--- config.mk ---
export PLATFORM = sky130hd
export DESIGN_NAME = fetch_unit_flat
export DESIGN_NICKNAME = d
export VERILOG_FILES = /design/src/rtl/fetch_unit_pkg.sv /design/src/rtl/fetch_unit_if.sv /design/src/rtl/fetch_unit_next_pc.sv /design/src/rtl/fetch_unit.sv /design/src/flat_wrapper.sv
export SDC_FILE = /design/constraint.sdc
export NUM_CORES = 1
export LEC_CHECK = 0
export ABC_AREA = 1
export BUFFER_PORTS_ARGS = -buffer_cell sky130_fd_sc_hd__buf_2
export CAP_MARGIN = 30
export CORE_UTILIZATION = 54
export CTS_CLUSTER_SIZE = 10
export DETAILED_ROUTE_END_ITERATION = 6
export PLACE_DENSITY = 0.82
export SKIP_CTS_REPAIR_TIMING = 1
export SYNTH_ARGS = -nofsm -noshare
export SYNTH_HDL_FRONTEND = slang
export SYNTH_SLANG_ARGS = --single-unit
--- constraint.sdc ---
create_clock -name clk -period 2.87 [get_ports clk]
set_input_delay 0.287 -clock clk [delete_from_list [all_inputs] [get_ports clk]]
set_output_delay 0.287 -clock clk [all_outputs]
set_load 0.03 [all_outputs]
--- src/rtl/fetch_unit_pkg.sv ---
// Shared widths, next-PC select codes and FSM encoding for the fetch stage.
package fetch_unit_pkg;

  localparam int WORD = 64;

  localparam logic [1:0] PC_SRC_SEQ    = 2'b00;
  localparam logic [1:0] PC_SRC_BRANCH = 2'b01;
  localparam logic [1:0] PC_SRC_REG    = 2'b10;

  localparam logic [WORD-1:0] PC_STEP = WORD'(4);

  typedef enum logic [1:0] {
    FETCH_ST_FETCH = 2'd0,
    FETCH_ST_HOLD  = 2'd1,
    FETCH_ST_FAULT = 2'd2
  } fetch_state_t;

  // Instructions are 32-bit words, so every legal PC is 4-byte aligned.
  function automatic logic is_aligned(input logic [WORD-1:0] addr);
    return addr[1:0] == 2'b00;
  endfunction

endpackage

--- src/rtl/fetch_unit_if.sv ---
// Request/acknowledge bus between the fetch stage and instruction memory.
interface fetch_unit_if;
  import fetch_unit_pkg::*;

  logic            req;
  logic [WORD-1:0] addr;
  logic            ack;
  logic [31:0]     rdata;

  // The fetch stage issues requests; instruction memory answers them.
  modport master (output req, output addr, input ack, input rdata);
  modport slave  (input req, input addr, output ack, output rdata);

endinterface

--- src/rtl/fetch_unit_next_pc.sv ---
// Combinational next-PC selection plus the alignment check on the result.
module next_pc
  import fetch_unit_pkg::*;
(
  input  logic [WORD-1:0] pc,
  input  logic [1:0]      pc_src,
  input  logic [WORD-1:0] branch_offset,
  input  logic [WORD-1:0] reg_target,
  output logic [WORD-1:0] next_pc,
  output logic            misaligned
);

  // Select target; the reserved code 11 falls through to sequential.
  always_comb begin
    next_pc = pc + PC_STEP;
    case (pc_src)
      PC_SRC_BRANCH: next_pc = pc + {branch_offset[WORD-3:0], 2'b00};
      PC_SRC_REG:    next_pc = reg_target;
      default:       next_pc = pc + PC_STEP;
    endcase
    misaligned = !is_aligned(next_pc);
  end

endmodule

--- src/rtl/fetch_unit.sv ---
// Instruction fetch stage: owns the PC, fetches over the imem handshake,
// holds the instruction until retirement and traps misaligned targets.
module fetch_unit
  import fetch_unit_pkg::*;
#(
  parameter logic [WORD-1:0] RESET_PC = '0
) (
  input  logic            clk,
  input  logic            reset_n,
  input  logic [1:0]      pc_src,
  input  logic [WORD-1:0] branch_offset,
  input  logic [WORD-1:0] reg_target,
  input  logic            pc_update,
  fetch_unit_if.master    imem,
  output logic [31:0]     instr,
  output logic [WORD-1:0] instr_pc,
  output logic            instr_valid,
  output logic            fault
);

  fetch_state_t    state_reg, state_next;
  logic [WORD-1:0] pc_reg, pc_next;
  logic [31:0]     instr_reg, instr_next;
  logic [WORD-1:0] instr_pc_reg, instr_pc_next;
  logic            instr_valid_reg, instr_valid_next;
  logic            fault_reg, fault_next;
  // Low for the cycle after a reset edge so no request (and no stale ack)
  // is honoured until reset has been seen released.
  logic            req_en_reg;

  logic [WORD-1:0] target_pc;
  logic            target_misaligned;
  logic            req_active;

  // Next PC is always derived from the PC of the instruction being retired.
  next_pc u_next_pc (
    .pc            (instr_pc_reg),
    .pc_src        (pc_src),
    .branch_offset (branch_offset),
    .reg_target    (reg_target),
    .next_pc       (target_pc),
    .misaligned    (target_misaligned)
  );

  assign req_active  = (state_reg == FETCH_ST_FETCH) && req_en_reg;
  assign imem.req    = req_active;
  assign imem.addr   = pc_reg;
  assign instr       = instr_reg;
  assign instr_pc    = instr_pc_reg;
  assign instr_valid = instr_valid_reg;
  assign fault       = fault_reg;

  // Next-state logic: capture on ack in FETCH, retire in HOLD, park in FAULT.
  always_comb begin
    state_next       = state_reg;
    pc_next          = pc_reg;
    instr_next       = instr_reg;
    instr_pc_next    = instr_pc_reg;
    instr_valid_next = instr_valid_reg;
    fault_next       = fault_reg;
    case (state_reg)
      FETCH_ST_FETCH: begin
        // pc_update is ignored here, even when it coincides with the ack.
        if (req_active && imem.ack) begin
          instr_next       = imem.rdata;
          instr_pc_next    = pc_reg;
          instr_valid_next = 1'b1;
          state_next       = FETCH_ST_HOLD;
        end
      end
      FETCH_ST_HOLD: begin
        if (pc_update) begin
          instr_valid_next = 1'b0;
          pc_next          = target_pc;
          if (target_misaligned) begin
            fault_next = 1'b1;
            state_next = FETCH_ST_FAULT;
          end else begin
            state_next = FETCH_ST_FETCH;
          end
        end
      end
      FETCH_ST_FAULT: begin
        instr_valid_next = 1'b0;
        fault_next       = 1'b1;
      end
      default: begin
        state_next = FETCH_ST_FAULT;
        fault_next = 1'b1;
      end
    endcase
  end

  // State and datapath registers with synchronous active-low reset.
  always_ff @(posedge clk) begin
    if (!reset_n) begin
      state_reg       <= FETCH_ST_FETCH;
      pc_reg          <= RESET_PC;
      instr_reg       <= '0;
      instr_pc_reg    <= '0;
      instr_valid_reg <= 1'b0;
      fault_reg       <= 1'b0;
      req_en_reg      <= 1'b0;
    end else begin
      state_reg       <= state_next;
      pc_reg          <= pc_next;
      instr_reg       <= instr_next;
      instr_pc_reg    <= instr_pc_next;
      instr_valid_reg <= instr_valid_next;
      fault_reg       <= fault_next;
      req_en_reg      <= 1'b1;
    end
  end

endmodule
--- src/flat_wrapper.sv ---
// flat-port wrapper written by rule: the top's interface ports become plain ports
module fetch_unit_flat import fetch_unit_pkg::*;
#(
  parameter logic [WORD-1:0] RESET_PC = '0
)
  (clk, reset_n, pc_src, branch_offset, reg_target, pc_update, instr, instr_pc, instr_valid, fault, imem_req, imem_addr, imem_ack, imem_rdata);
  fetch_unit_if imem_i ();
  input  logic clk;
  input  logic reset_n;
  input  logic [1:0] pc_src;
  input  logic [WORD-1:0] branch_offset;
  input  logic [WORD-1:0] reg_target;
  input  logic pc_update;
  output logic [31:0] instr;
  output logic [WORD-1:0] instr_pc;
  output logic instr_valid;
  output logic fault;
  output wire logic [$bits(imem_i.req)-1:0] imem_req;
  output wire logic [$bits(imem_i.addr)-1:0] imem_addr;
  input wire logic [$bits(imem_i.ack)-1:0] imem_ack;
  input wire logic [$bits(imem_i.rdata)-1:0] imem_rdata;
  assign imem_req = imem_i.req;
  assign imem_addr = imem_i.addr;
  assign imem_i.ack = imem_ack;
  assign imem_i.rdata = imem_rdata;
  fetch_unit #(.RESET_PC(RESET_PC)) u_core (.clk(clk), .reset_n(reset_n), .pc_src(pc_src), .branch_offset(branch_offset), .reg_target(reg_target), .pc_update(pc_update), .imem(imem_i), .instr(instr), .instr_pc(instr_pc), .instr_valid(instr_valid), .fault(fault));
endmodule
==> metrics.md, run 1 <==
| Metric | Value |
|---|---|
| Status | `finished, final reports clean` |
| Top Usage Layer GRT | `met2` |
| Least-Margin Pin Slew | `0.705 ns` |
| Vias in the first global route | `roughly 14000` |
| Fillers | `between 2000 and 2500` |
| Clock group share of total power | `roughly 36%` |
| # DRC | `0` |
| Clock latency on the worst-skew pair | `around 0.45 ns` |
| Share of cells above drive strength 1 | `between 20% and 30%` |
| NetSw | `about 2700 uW` |
| Fin. Hold Viols | `0` |
| Fin util | `a little over two thirds` |
| Crit start category | `input port` |
| CTS Root Cell | `clkbuf_16` |
| P_leak | `0.00941 uW` |
| CTS tree | `done` |
| Core area | `roughly 23000 sq um` |
| Final Max Slew Viols | `0` |
| Seq/Total Area, Yosys | `between 20% and 30%` |
| First-pass GRT wire length | `between 60000 and 70000 um` |
| Syn Inst Count | `2187` |
| Main synth FF type | `dfxtp_1` |
| Max Cap Viol | `0` |
| Total track usage | `36.1%` |
| Antenna-violating nets left | `0` |
| Total CTS buffers | `17` |
| Average size of a mapped cell | `approximately 5.7 sq um` |
| Critical Path AT | `slightly above 3 ns` |
| Cell area power density | `approximately 440 nW/um^2` |
| Slew margin rel. | `a little over half` |
| Via Count | `between 10000 and 15000` |
| Min Tclk post-route | `roughly 2.7 ns` |
| CP Buf/Inv Count | `3` |
| Initial antenna violation count | `3` |
| M3 GR Usage | `4.74%` |
| Post-DR wirelength/cell | `about 15 um` |
| Placer Congestion | `roughly 0.96` |
| Hold Crit Class | `input port to register` |
| Routed vias/inst | `just over 5` |
| Post-synth EDFFs | `0` |
| DP HPWL | `around 34000 um` |
| Synth cell count leaders | `nand2_1 (834), inv_1 (397), a21oi_1 (198), nor2_1 (172), dfxtp_1 (165)` |
| Crit path largest cell delay | `~0.4 ns` |
| Syn_nets | `2419` |
| Pre-antenna DRT Iters | `5` |
| Placement Cell Area | `between 15000 and 20000 sq um` |
| Worst Path Class, Setup | `input port to register` |
| GR Util met1 | `a little under half` |
| Clk sinks | `165` |
| CP Capture Type | `register` |
| Worst endpoint required time | `roughly 3.2 ns` |
| Design area | `between 15000 and 20000 sq um` |
| P_int | `approximately 4400 uW` |
| Post-Place Cells | `2876` |
| Reg power frac | `a little over a third` |
| Crit share post-route | `a little over nine tenths` |
| Reg clk slew, reported paths | `approximately 0.090 ns` |
| Grt total ovfl | `0` |
| Unique masters post-synth | `33` |
| Delay-heaviest family, CP | `simple AND/OR/NAND/NOR gates` |
| Peak VDD IR | `about 0.66 mV` |
| Final setup skew | `about 0.021 ns` |
| Clk buf depth | `2` |
| Most used cell, CP | `nand2_1` |
| # setup viols final | `0` |
| I/O Buffers | `about 330` |
| CTS H-Tree Depth | `4` |
| Area grow syn2layout | `28.6%` |
| Io pins | `approximately 330` |
| Crit Path Max Fanout | `5` |
| Die width | `around 150 um` |
| Combinational power share | `between 20% and 30%` |
| Slowest stage cell, crit path | `fa_1` |
| Crit path cell chain | `buf_2 -> inv_1 -> nor2_1 -> clkinv_1 -> or2_2 -> ha_1 -> fa_1 -> nand3_1 -> nand3_2 -> nand2_1 -> nand2_1 -> nand2_1 -> nand3_2 -> nand3_1 -> nand2_1 -> nand2_1 -> nand3_1 -> nand2_1 -> a21oi_1` |
| Grt met2 use | `about three fifths` |
| Initial core utilization | `54.9%` |
| Area leader, netlist | `dfxtp_1` |
| Final WL | `43100 um` |
| Warning count from the yosys run | `0` |
| Post-synth top area share | `roughly a quarter` |
| Die H | `between 150 and 200 um` |
| Most common cell in the netlist | `nand2_1` |
| DRT iter0 DRCs | `1324` |
| Async SR Flop Fraction | `0%` |
| Flip-flop and latch count after synthesis | `about 170` |
| Sw Ratio | `a little under two fifths` |
| Layout Cells excl Fill | `just under 3000` |
| Peak Freq | `371 MHz` |
| Top cells by area, synth | `dfxtp_1 (27%), nand2_1 (25%), inv_1 (12%)` |
| Largest net degree at the start of global routing | `~100` |
| Die ar. | `around 24000 sq um` |
| Fin nets | `around 2800` |
| RSZ-0062 raised after global routing | `false` |
| Synthesized cell area | `12400 sq um` |
| Row count | `55` |
==> power groups by stage <==
stage	Combinational (uW)	Clock, uW	Sequential, uW
floorplan	921	0	2930
finish	1940	2570	2580
global placement	1860	0	2630
detailed placement	1900	0	2630
CTS	1920	2580	2580
global route	2090	2660	2600
==> path summary, 6_finish.rpt <==
check | start | to | slack [ns] | cells after the start
max | pc_src[0] | u_core.imem.addr[56] | 0.17 | 19
min | imem_rdata[20] | u_core.instr[20] | 0.07 | 3
max reg2reg | u_core.instr_pc[2] | u_core.imem.addr[56] | 0.45 | 14
min reg2reg | u_core.instr[23] | u_core.instr[23] | 0.46 | 2
==> placed cells by master (no fill, tap or decap), drive strengths merged, types with 13 or more instances in the layout <==
cell	count
a21oi	200
dfxtp	165
nor2	187
nand2	848
o21ai	72
nand3	74
xor2	21
nor3	13
ha	65
clkbuf	17
o21bai	31
buf	473
inv	408
==> metrics by stage <==
stage	setup WS, ns	total power, uW	hold WS [ns]	TNS, ns
after floorplan	0.323	3850	0.315	0
after global placement	-0.182	4480	0.447	-2.75
after detailed placement	-0.204	4530	0.453	-4.52
after CTS	0.230	7070	0.0636	0
after global routing	0.000847	7360	0.0656	0
final	0.174	7090	0.0686	0
==> logic make-up after synthesis <==
kind of cell / share of synthesized area, %
AOI/OAI and AO/OA: 13.8
xor gates and xnor gates: 1.83
adders and majority gates: 6.70
buffers and inverters: 14.3
DFF: 26.6
and+or+nand+nor: 36.8
==> tightest hold or removal path: stages <==
cell and delay, ns:
buf_2 0.10, nand2_1 0.05, a21oi_1 0.05
==> layout make-up <==
type	count	area (sq um)	area share, %
inverter	404	1520	9.49
clock inverter	15	225	1.41
tap	285	357	2.23
sequential	165	3300	20.6
timing repair buffer	473	2800	17.5
antenna	2	5.00	0.0313
clock buffer	17	425	2.66
multi-input combinational	1549	7370	46.0
==> layer usage <==
layer	part of all wire [%]	vias to the layer above
met5	0	-
met4	2.9	0
met3	6.0	73
met2	46	605
met1	45	6633
li1	-	7525
Power figures use the tool's default switching activity.
==> inputs of run 2 (changes only) <==
- CORE_MARGIN: not set -> 5
==> metrics.md, run 2 (synthesis gave the netlist of run 1 again) <==
| Metric | Value |
|---|---|
| Commonest non-fill, non-tap cell in the layout | `nand2_1` |
| Routed vias/inst | `5.08 (-0.37%)` |
| Max Cap Viol | `0 (unchanged)` |
| Fin Setup TNS | `0 ns (unchanged)` |
| Total CTS buffers | `17 (unchanged)` |
| Clk sinks | `165 (unchanged)` |
| Failing checks | `DRC` |
| Area grow syn2layout | `28.4%` |
| Initial antenna violation count | `2 (-1)` |
| Layout Cells excl Fill | `2907 (-0.10%)` |
| DRT iter0 DRCs | `1085 (-18%)` |
| Post-DR wirelength/cell | `15.3 um (+3.3%)` |
| Least-Margin Pin Slew | `0.707 ns (+0.00232 ns)` |
| Die width | `162 um (+5.2%)` |
| Clock latency on the worst-skew pair | `0.46 ns (about the same)` |
| # setup viols final | `0 (unchanged)` |
| Peak VDD IR | `0.561 mV (-16%)` |
| Initial core utilization | `54.9% (unchanged)` |
| Fin nets | `2840 (-0.070%)` |
| Min Tclk post-route | `2.66 ns (-0.0364 ns)` |
| Reg clk slew, reported paths | `0.09 ns (about the same)` |
| Die H | `162 um (+5.2%)` |
| CTS tree | `done` |
| CP Capture Type | `register` |
| I/O Buffers | `326 (unchanged)` |
| Share of cells above drive strength 1 | `21.4% (+0.093 points)` |
| Critical Path AT | `3.00 ns (-0.02 ns)` |
| # DRC | `1 (+1)` |
| Antenna-violating nets left | `0 (unchanged)` |
| Die ar. | `26200 sq um (+11%)` |
| Worst endpoint required time | `3.21 ns (about the same)` |
| Crit start category | `input port` |
| DP HPWL | `34900 um (+1.9%)` |
| Row count | `55 (unchanged)` |
| Cell area power density | `438 nW/um^2 (-1.2%)` |
| Clk buf depth | `2 (unchanged)` |
| Via Count | `14766 (-0.47%)` |
| Slew margin rel. | `52.9% (-0.15 points)` |
| Grt total ovfl | `0 (unchanged)` |
| Io pins | `329 (unchanged)` |
| Crit Path Max Fanout | `5 (unchanged)` |
| Placement Setup Slack | `-0.343 ns (-0.139 ns)` |
| Crit share post-route | `92.7% (-1.3 points)` |
| P_leak | `0.00940 uW (-0.14%)` |
| Final WS setup | `0.211 ns (+0.0364 ns)` |
| Core area | `22600 sq um (unchanged)` |
| Status | `finished, violations left` |
| First-pass GRT wire length | `70200 um (+3.2%)` |
| Commonest cells after routing, fill and taps aside | `nand2_1 (831), inv_1 (397), buf_2 (326), a21oi_1 (197), nor2_1 (171)` |
| RSZ-0062 raised after global routing | `false` |
| Worst Path Class, Setup | `input port to register` |
| Placer Congestion | `0.975 (+1.3%)` |
| Pre-antenna DRT Iters | `7 (+2)` |
| Vias in the first global route | `14097 (+2.6%)` |
| Hold Crit Class | `input port to register` |
| Final WL | `44500 um (+3.2%)` |
| Post-Place Cells | `2874 (-0.070%)` |
| Largest net degree at the start of global routing | `99 (unchanged)` |
| Peak Freq | `376 MHz (+1.4%)` |
| Final Max Slew Viols | `0 (unchanged)` |
| Total track usage | `32.9% (-3.2 points)` |
| Final setup skew | `0.0169 ns (-0.00444 ns)` |
| CTS Root Cell | `clkbuf_16` |
| CTS H-Tree Depth | `4 (unchanged)` |
| Fin. Hold Viols | `0 (unchanged)` |
==> run 2: final timing paths <==
kind / slack, ns / endpoint / startpoint / cells past startpoint
worst min-delay path: 0.07 / u_core.instr[13] / imem_rdata[13] / 3
worst min register to register: 0.46 / u_core.instr[28] / u_core.instr[28] / 2
worst max register to register: 0.37 / u_core.imem.addr[50] / u_core.instr_pc[2] / 14
worst max-delay path: 0.21 / u_core.imem.addr[50] / pc_src[1] / 18
==> run 2: worst max-delay path, cell delays in order <==
cell and delay (ns):
buf_2 0.13, nor2_2 0.18, inv_2 0.09, or2_2 0.28
ha_1 0.21, fa_1 0.40, nand3_1 0.12, nand3_2 0.15
nand2_1 0.10, nand2_1 0.12, nand2_1 0.08, nand2_1 0.16
nand3_1 0.18, nand3_1 0.09, nand2_1 0.06, nand3_1 0.18
nand2_1 0.12, a21oi_1 0.06
==> run 2: area by class of cell <==
cell class	count	area, sq um
antenna	1	2.50
timing repair buffer	471	2790
multi-input combinational	1549	7380
clock buffer	17	425
inverter	404	1520
fill	2101	6660
tap	285	357
sequential	165	3300
clock inverter	15	206
==> run 2: through the flow <==
step	hold slack, ns	instance area, sq um	total power [uW]	util (%)
detailed placement	0.453	15300	4530	67.7
CTS	0.0667	16000	7010	70.5
global placement	0.449	15300	4480	67.7
global route	0.0711	16000	7320	70.6
finish	0.0699	16000	7000	70.6
floorplan	0.315	12400	3850	-
==> run 2: metal layers <==
metal / vias to the layer above / global-route usage (%) / part of all wire [%] / wire length (um)
li1: 7501 / - / - / -
met1: 6551 / 42.0 / 43 / 19000
met2: 629 / 54.9 / 46 / 20300
met3: 83 / 7.28 / 8.5 / 3770
met4: 2 / 11.8 / 3.2 / 1420
met5: - / 0 / 0.025 / 11
==> run 2: where the power goes <==
group	switching (uW)	internal [uW]	leakage [uW]
clock	1220	1270	0.000303
combinational	1310	617	0.00776
sequential	121	2460	0.00134
